===== config.mk =====
export PLATFORM = sky130hd
export DESIGN_NAME = inj_queue
export DESIGN_NICKNAME = d
export VERILOG_FILES = /design/src/rtl/inj_queue_pkg.sv /design/src/rtl/inj_fifo_mem.sv /design/src/rtl/inj_queue.sv
export SDC_FILE = /design/constraint.sdc
export NUM_CORES = 1
export LEC_CHECK = 0
export ABC_AREA = 1
export CORE_MARGIN = 10
export CORE_UTILIZATION = 40
export DETAILED_ROUTE_END_ITERATION = 6
export PLACE_DENSITY = 0.65
export SLEW_MARGIN = 20
export SYNTH_ARGS = -nofsm -noshare
export SYNTH_HDL_FRONTEND = slang
export SYNTH_HIERARCHICAL = 1
export SYNTH_SLANG_ARGS = --single-unit

===== constraint.sdc =====
create_clock -name clk -period 11.55 [get_ports clk]
set_clock_uncertainty 0.1 [all_clocks]
set_input_delay 2.31 -clock clk [delete_from_list [all_inputs] [get_ports clk]]
set_output_delay 2.31 -clock clk [all_outputs]
set_load 0.01 [all_outputs]

===== src/rtl/inj_queue_pkg.sv =====
// Shared hring definitions: flit width, valid bit position and the
// injection-queue state encoding.
package inj_queue_pkg;

  localparam int CONTROL_W = 144;
  localparam int VALID_BIT = CONTROL_W - 1;

  typedef enum logic [1:0] {
    ST_EMPTY,
    ST_OFFER,
    ST_BLOCKED
  } state_t;

  function automatic logic [CONTROL_W-1:0] mark_valid(
    input logic [CONTROL_W-1:0] f
  );
    logic [CONTROL_W-1:0] r;
    r = f;
    r[VALID_BIT] = 1'b1;
    return r;
  endfunction

endpackage


===== src/rtl/inj_fifo_mem.sv =====
// Flit storage for the injection queue: one write port, one
// asynchronous read port, no reset on the array.
module inj_fifo_mem #(
  parameter int DEPTH = 4,
  parameter int WIDTH = 144
) (
  input  logic                     clk,
  input  logic                     we,
  input  logic [$clog2(DEPTH)-1:0] waddr,
  input  logic [WIDTH-1:0]         wdata,
  input  logic [$clog2(DEPTH)-1:0] raddr,
  output logic [WIDTH-1:0]         rdata
);

  logic [WIDTH-1:0] mem [DEPTH];

  always_ff @(posedge clk) begin
    if (we) mem[waddr] <= wdata;
  end

  assign rdata = mem[raddr];

endmodule


===== src/rtl/inj_queue.sv =====
// Local-core injection queue feeding a router local port, with a
// head-of-line wait counter that flags starvation.
module inj_queue
  import inj_queue_pkg::*;
#(
  parameter int DEPTH        = 4,
  parameter int STARVE_LIMIT = 16
) (
  input  logic                       clk,
  input  logic                       rst,
  input  logic [CONTROL_W-1:0]       enq_flit,
  input  logic                       enq_valid,
  output logic                       enq_ready,
  output logic [CONTROL_W-1:0]       portl_co,
  input  logic                       portl_ack,
  output logic [$clog2(DEPTH+1)-1:0] count,
  output logic                       starve
);

  localparam int AW = $clog2(DEPTH);
  localparam int CW = $clog2(DEPTH + 1);
  localparam logic [CW-1:0] FULL  = CW'(DEPTH);
  localparam logic [CW-1:0] ONE   = CW'(1);
  localparam logic [7:0]    LIMIT = 8'(STARVE_LIMIT);

  logic [AW-1:0]        wr_ptr;
  logic [AW-1:0]        rd_ptr;
  logic [7:0]           wait_cnt;
  logic [CONTROL_W-1:0] head;
  logic [CONTROL_W-1:0] wdata;
  logic                 empty;
  logic                 push;
  logic                 pop;
  state_t               state;
  state_t               state_nx;

  assign empty     = (count == '0);
  assign enq_ready = (count < FULL);
  assign push      = enq_valid & enq_ready;
  assign pop       = ~empty & portl_ack;
  assign wdata     = mark_valid(enq_flit);
  // Gate stale storage so an empty queue never shows a valid flit.
  assign portl_co  = empty ? '0 : head;
  assign starve    = (wait_cnt >= LIMIT);

  inj_fifo_mem #(
    .DEPTH (DEPTH),
    .WIDTH (CONTROL_W)
  ) u_mem (
    .clk   (clk),
    .we    (push),
    .waddr (wr_ptr),
    .wdata (wdata),
    .raddr (rd_ptr),
    .rdata (head)
  );

  always_ff @(posedge clk or negedge rst) begin
    if (!rst) begin
      wr_ptr <= '0;
      rd_ptr <= '0;
      count  <= '0;
    end else begin
      if (push) wr_ptr <= wr_ptr + AW'(1);
      if (pop)  rd_ptr <= rd_ptr + AW'(1);
      case ({push, pop})
        2'b10:   count <= count + ONE;
        2'b01:   count <= count - ONE;
        default: count <= count;
      endcase
    end
  end

  always_comb begin
    state_nx = state;
    unique case (state)
      ST_EMPTY: begin
        if (push) state_nx = ST_OFFER;
      end
      ST_OFFER, ST_BLOCKED: begin
        if (!pop)
          state_nx = ST_BLOCKED;
        else if (count > ONE || push)
          state_nx = ST_OFFER;
        else
          state_nx = ST_EMPTY;
      end
      default: state_nx = ST_EMPTY;
    endcase
  end

  always_ff @(posedge clk or negedge rst) begin
    if (!rst) begin
      state    <= ST_EMPTY;
      wait_cnt <= '0;
    end else begin
      state <= state_nx;
      if (pop || state != ST_BLOCKED)
        wait_cnt <= '0;
      else if (wait_cnt != 8'hFF)
        wait_cnt <= wait_cnt + 8'd1;
    end
  end

endmodule


==> run_results.csv, run 1 <==
group,metric,value,unit
yosys,synth_area_leaders,"edfxtp_1 66%, nand2_1 11%, inv_1 11%, nand3_1 5.8%, nor2_1 2.2%",
grt,grt_overflow,0,
cts,clockBufferDepth,3,
sta,min_period,6.467,ns
cts,cts_buffers,60,
yosys,yosys_warnings,6,
routing,first_pass_iters,6,
floorplan,die_w,276.6,µm
grt,grt_use_total,0.1503,
cts,cts_tree,"yes",
setup_path,crit_path_max_fanout,56,
cts,insertion_delay,0.61,ns
floorplan,start_util,0.4021,
routing,antenna_left,0,
setup_path,required,9.14,ns
setup_path,slowest_delay,0.85,ns
yosys,yosysTopAreaCellShare,0.6567,
final_layout,drive_gt1_frac,0.03827,
final_layout,seq_area,17730,µm²
floorplan,die-area,76520,µm²
sta,setup_viol,0,
place,place_area,29990,µm²
run,cap_viol_max_count,0,
final_layout,fillers,5942,
worst_hold_path,min_path_type,"flip-flop to flip-flop",
final_layout,multi_input_area,5225,µm²
routing,dr_total_vias,17130,
yosys,netlist_instances,2691,
setup_path,critPathCaptureType,"primary output",
place,dp_hpwl,32.92,mm
sta,worst_slew_pin_slew,1.048,ns
power,fin_total_pwr,7.980,mW
place,gp_congestion,0.7522,
cts,clock_sinks,593,
yosys,syn_area_per_cell,9.788,µm²
sta,max_freq,154.6,MHz
yosys,netlist_area,26340,µm²
floorplan,num_rows,94,
place,io_buffers,295,
setup_path,crit_arrival,4.06,ns
sta,holdWs,0.4284,ns
routing,via_per_inst,4.427,
cts,htree_levels,2,
power,powerDensity,250.9,nW/µm²
final_layout,area_delta_synth_final,20.74,%
setup_path,path_class,"flip-flop to primary output",
sta,fin_crit_sh,0.5599,
grt,antenna_found_initial,7,
yosys,yosysSeqAreaShare,0.6728,
setup_path,slowest_stage,"dfrtp_4",
grt,grt_first_pass_wirelength,91.54,mm
cts,cts_resized,0,
final_layout,n_antenna_cell,0,
power,peakVddDrop,218.9,µV
setup_path,crit_path_frequent_cell,"buf_4",
setup_path,startpoint_type,"flip-flop",
routing,drc,0,
routing,wl,59.04,mm
place,pre_cts_ws,5.611,ns
cts,cts-root-buf,"clkbuf_16",
grt,grt_max_degree,155,
routing,drtIter0Drc,893,
floorplan,core-area,65510,µm²
floorplan,num_io_pins,297,
cts,hold_buffers,0,
grt,grt_pass1_vias,16670,
floorplan,fp.dieH,276.6,µm
final_layout,fin_area,31800,µm²
routing,wl_per_cell,15.26,µm
yosys,synth.distinct_cells,25,
sta,slew-limit-headroom,0.3016,
sta,setup_tns,0,ns
yosys,synth_area_leader_cell,"edfxtp_1",
run_status,status,"finished, final reports clean",
power,power_leakage,14.44,nW
final_layout,fin_cells,3869,
cts,clkTransAtPathRegs,0.06,ns
sta,drv_slew,0,
final_layout,nNetsFinal,3118,
setup_path,worstPathCellList,"buf_4, buf_4, nand3_1, nand2_1, inv_1, nor2_1, clkdlybuf4s50_1",
sta,rsz0062_at_grt,"no",
place,dpl.cell_count,3763,
final_layout,final_core_util,0.4855,
cts,post_cts_buffers,0,
sta,layout_setup_ws,5.083,ns
sta,hold_viol,0,
yosys,ys_seq_elements,593,
[cells in the mapped netlist]
| library cell | instances |
|---|---|
| nor3_1 | 5 |
| nand3_1 | 303 |
| a21boi_1 | 2 |
| nand2_1 | 751 |
| ha_1 | 9 |
| buf_4 | 30 |
| inv_1 | 744 |
| conb_1 | 1 |
| dfrtp_1 | 17 |
| edfxtp_1 | 576 |
| xnor2_1 | 6 |
| nand3b_1 | 1 |
| buf_6 | 3 |
| buf_2 | 54 |
| nand4_1 | 1 |
| xor2_1 | 2 |
| nor2_2 | 1 |
| nand2_2 | 1 |
| inv_2 | 1 |
| nor2_4 | 1 |
| o21ai_0 | 4 |
| nor2_1 | 153 |
| clkbuf_1 | 21 |
| buf_1 | 2 |
| inv_4 | 2 |
[layout by cell type (no fill, tap or decap)]
master,count
a21boi_1,2
buf_12,3
buf_4,17
bufinv_16,3
clkbuf_1,11
clkbuf_16,60
clkdlybuf4s50_1,295
clkinv_1,12
clkinv_2,10
clkinv_4,1
clkinv_8,1
clkinvlp_4,7
conb_1,4
dfrtp_1,15
dfrtp_4,2
edfxtp_1,576
ha_1,9
inv_1,744
inv_2,1
inv_4,1
inv_6,1
inv_8,1
nand2_1,751
nand2_2,1
nand3_1,303
nand3b_1,1
nand4_1,1
nor2_1,153
nor2_2,1
nor2_4,1
nor3_1,1
nor3_2,4
o21ai_0,4
xnor2_1,6
xor2_1,2
[final timing paths]
kind | start | to | slack [ns] | depth (start not counted)
max reg2reg | count[1]$_DFFE_PN0P_ | count[2]$_DFFE_PN0P_ | 8.54 | 11
min reg2reg | count[0]$_DFFE_PN0P_ | count[0]$_DFFE_PN0P_ | 0.43 | 1
max in group asynchronous | rst | rd_ptr[0]$_DFFE_PN0P_ | 8.69 | 1
min in group asynchronous | rst | wr_ptr[0]$_DFFE_PN0P_ | 2.07 | 1
max | rd_ptr[1]$_DFFE_PN0P_ | portl_co[114] | 5.08 | 7
min | count[0]$_DFFE_PN0P_ | count[0]$_DFFE_PN0P_ | 0.43 | 1
[routing by layer]
metal / vias up / GRT usage / routed length, µm
met4: 14 / 0.04125 / 1285
met1: 7927 / 0.1782 / 24860
li1: 8728 / - / -
met2: 358 / 0.2674 / 29340
met3: 102 / 0.03646 / 3453
met5: - / 0 / 97
[sequential cells by signal, indices dropped and copies added, names as in the netlist]
register and flops:
wr_ptr 2, state 2, rd_ptr 2, wait_cnt 8, u_mem/mem 576, count 3
[worst max-delay path, delay by kind of cell, from the launching register on]
kind                   cells  cell delay [ns]
and+or+nand+nor            3             0.47
buffers and inverters      4             2.02
DFF                        1             0.85
[where the power goes]
part / switching, mW / internal, mW
logic: 1.99 / 1.36
registers: 0.135 / 2.70
clock network: 0.781 / 1.01
total: 2.90 / 5.08
[cell families (layout without fill, tap and decap cells)]
kind of cell,Yosys count,after routing,share of synthesized area
buf+inv,857,1168,0.1300
simple gates,1217,1217,0.1888
fa+ha+maj,9,9,0.004275
flops,593,593,0.6728
xor+xnor,8,8,0.002660
other cells,1,4,0.0001424
compound gates,6,6,0.001330
[area by class of cell]
class                   instances  share of cell area
inverters                     747             0.08848
multi-input cells            1244              0.1643
well taps                     864             0.03399
clock inverters                35            0.008537
flip-flops and latches        593              0.5575
clock buffers                  71             0.04851
repair buffers                315             0.09874
No activity file was read; power rests on OpenSTA's default activity.
==> inputs of run 2 (changes only) <==
- PLACE_DENSITY: 0.65 -> 0.63
- clock period: 11.55 -> 6.1 ns (I/O delays scaled with it)
==> run 2 against run 1 <==
Net effect:
- via count is 3.4% higher
- sequential power is 88% higher
- non-clock buffer count is 3 higher
- power is 95% higher
- wire length is 6.4% higher
- worst setup slack worse by 3.9 ns
- core utilization is 0.50 points higher
- critical endpoint is now portl_co[111]
==> run_results.csv, run 2 (synthesized netlist as in run 1, its figures left out) <==
group,metric,value,unit
run_status,status,"finished, final reports clean",
setup_path,critPathCapture,"portl_co[111]",
sta,setup_viol,0,
final_layout,area_delta_synth_final,21.98,%
setup_path,crit_arrival,3.60,ns
cts,cts_resized,0,
setup_path,r2r_end,"count[2]$_DFFE_PN0P_",
setup_path,path_delay_family,"buffers and inverters",
cts,cts_tree,"yes",
setup_path,crit_buf_inv,4,
cts,cts_buffers,68,
grt,grt_first_pass_wirelength,97.43,mm
final_layout,reg_top3,"u_mem/mem (576), wait_cnt (8), count (3)",
floorplan,die-area,76520,µm²
floorplan,start_util,0.4021,
routing,wl_per_cell,16.15,µm
worst_hold_path,min_path_type,"flip-flop to flip-flop",
setup_path,required,4.78,ns
place,gp_congestion,0.7164,
floorplan,die_w,276.6,µm
setup_path,critPathCaptureType,"primary output",
place,io_buffers,295,
setup_path,slowest_delay,0.74,ns
setup_path,crit_start,"rd_ptr[0]$_DFFE_PN0P_",
sta,slew-limit-headroom,0.2802,
final_layout,final_core_util,0.4905,
setup_path,startpoint_type,"flip-flop",
grt,grt_pass1_vias,17890,
setup_path,worstPathCellList,"inv_8, buf_4, nand2_1, nand3_1, nand2_1, inv_1, nor2_1, clkdlybuf4s50_1",
place,dp_hpwl,35.69,mm
routing,via_per_inst,4.551,
cts,cts-root-buf,"clkbuf_16",
grt,antenna_found_initial,12,
setup_path,ff2ff_path_depth,11,
cts,clock_sinks,593,
sta,hold_viol,0,
cts,clkTransAtPathRegs,0.05,ns
final_layout,final_cell_mix,"751 x nand2_1, 744 x inv_1, 576 x edfxtp_1, 303 x nand3_1, 295 x clkdlybuf4s50_1",
worst_hold_path,hold_depth,1,
routing,antenna_left,0,
grt,grt_max_degree,165,
routing,drtIter0Drc,1009,
setup_path,crit_path_frequent_cell,"nand2_1",
grt,use_met3,0.04175,
routing,wl,62.83,mm
floorplan,core-area,65510,µm²
grt,top_usage_layer,"met2",
run,cap_viol_max_count,0,
grt,grt_overflow,0,
sta,rsz0062_at_grt,"no",
setup_path,slowest_stage,"inv_8",
setup_path,rrSetupSlack,3.53,ns
sta,max_freq,203.0,MHz
power,power_leakage,14.60,nW
floorplan,num_rows,94,
grt,use_met1,0.1863,
cts,htree_levels,3,
grt,use_met2,0.2866,
power,peakVddDrop,521.3,µV
setup_path,cp.depth,8,
sta,fin_crit_sh,0.8074,
cts,post_cts_buffers,0,
final_layout,nNetsFinal,3129,
setup_path,crit_path_max_fanout,152,
final_layout,final_common_cell,"nand2_1",
routing,dr_total_vias,17710,
floorplan,num_io_pins,297,
cts,insertion_delay,0.59,ns
routing,drc,0,
sta,worst_slew_pin_slew,1.080,ns
floorplan,fp.dieH,276.6,µm
power,powerDensity,484.3,nW/µm²
sta,drv_slew,0,
setup_path,rr_startpoint,"count[1]$_DFFE_PN0P_",
sta,min_period,4.925,ns
place,pre_cts_ws,1.792,ns
routing,first_pass_iters,5,
final_layout,largest_register,"u_mem/mem",
cts,clockBufferDepth,3,
sta,layout_setup_ws,1.175,ns
final_layout,drive_gt1_frac,0.03999,
grt,grt_use_total,0.1607,
final_layout,largest_reg_flops,576,
cts,hold_buffers,0,
setup_path,path_class,"flip-flop to primary output",
==> run 2: power breakdown <==
group / internal [mW] / total (mW) / switching (mW) / leakage (nW)
Combinational: 2.60 / 6.47 / 3.86 / 8.15
Sequential: 5.11 / 5.32 / 0.207 / 5.45
Clock: 2.22 / 3.77 / 1.55 / 0.997
Total: 9.94 / 15.6 / 5.62 / 14.6
==> run 2: routing by layer <==
layer  vias up  wire [µm]
met5         -        143
met4        22       1226
met3       108       4082
met2       395      31970
met1      8417      25410
li1       8766          -
==> run 2: worst min-delay path by stage <==
stage                           from                     to  slack, ns
2_1_floorplan  rd_ptr[1]$_DFFE_PN0P_  rd_ptr[1]$_DFFE_PN0P_       0.35
3_3_place_gp    count[0]$_DFFE_PN0P_   count[0]$_DFFE_PN0P_       0.42
3_5_place_dp    count[0]$_DFFE_PN0P_   count[0]$_DFFE_PN0P_       0.42
4_1_cts         count[0]$_DFFE_PN0P_   count[0]$_DFFE_PN0P_       0.44
5_1_grt         count[0]$_DFFE_PN0P_   count[0]$_DFFE_PN0P_       0.47
6_report        count[0]$_DFFE_PN0P_   count[0]$_DFFE_PN0P_       0.44
==> run 2: layout make-up <==
class                           count  area [µm²]
Clock buffer                       94        1862
Clock inverter                     30       214.0
Fill cell                        5846       33380
Sequential cell                   593       17730
Timing Repair Buffer              318        3176
Tap cell                          864        1081
Multi-Input combinational cell   1244        5250
Inverter                          747        2816
Antenna cell                        1       2.502
==> run 2: metrics by stage <==
stage                     setup TNS, ns  hold WS [ns]  std cells  instance area (µm²)  power (mW)
after CTS                             0        0.4363       3890                32130       15.82
after global placement                0        0.4201       3766                30050       11.89
after global routing                  0        0.4745       3891                32130       16.63
after floorplan                 -885.81        0.3460       2694                26370       9.140
final                                 0        0.4376       3891                32130       15.56
after detailed placement              0        0.4233       3766                30050       11.99
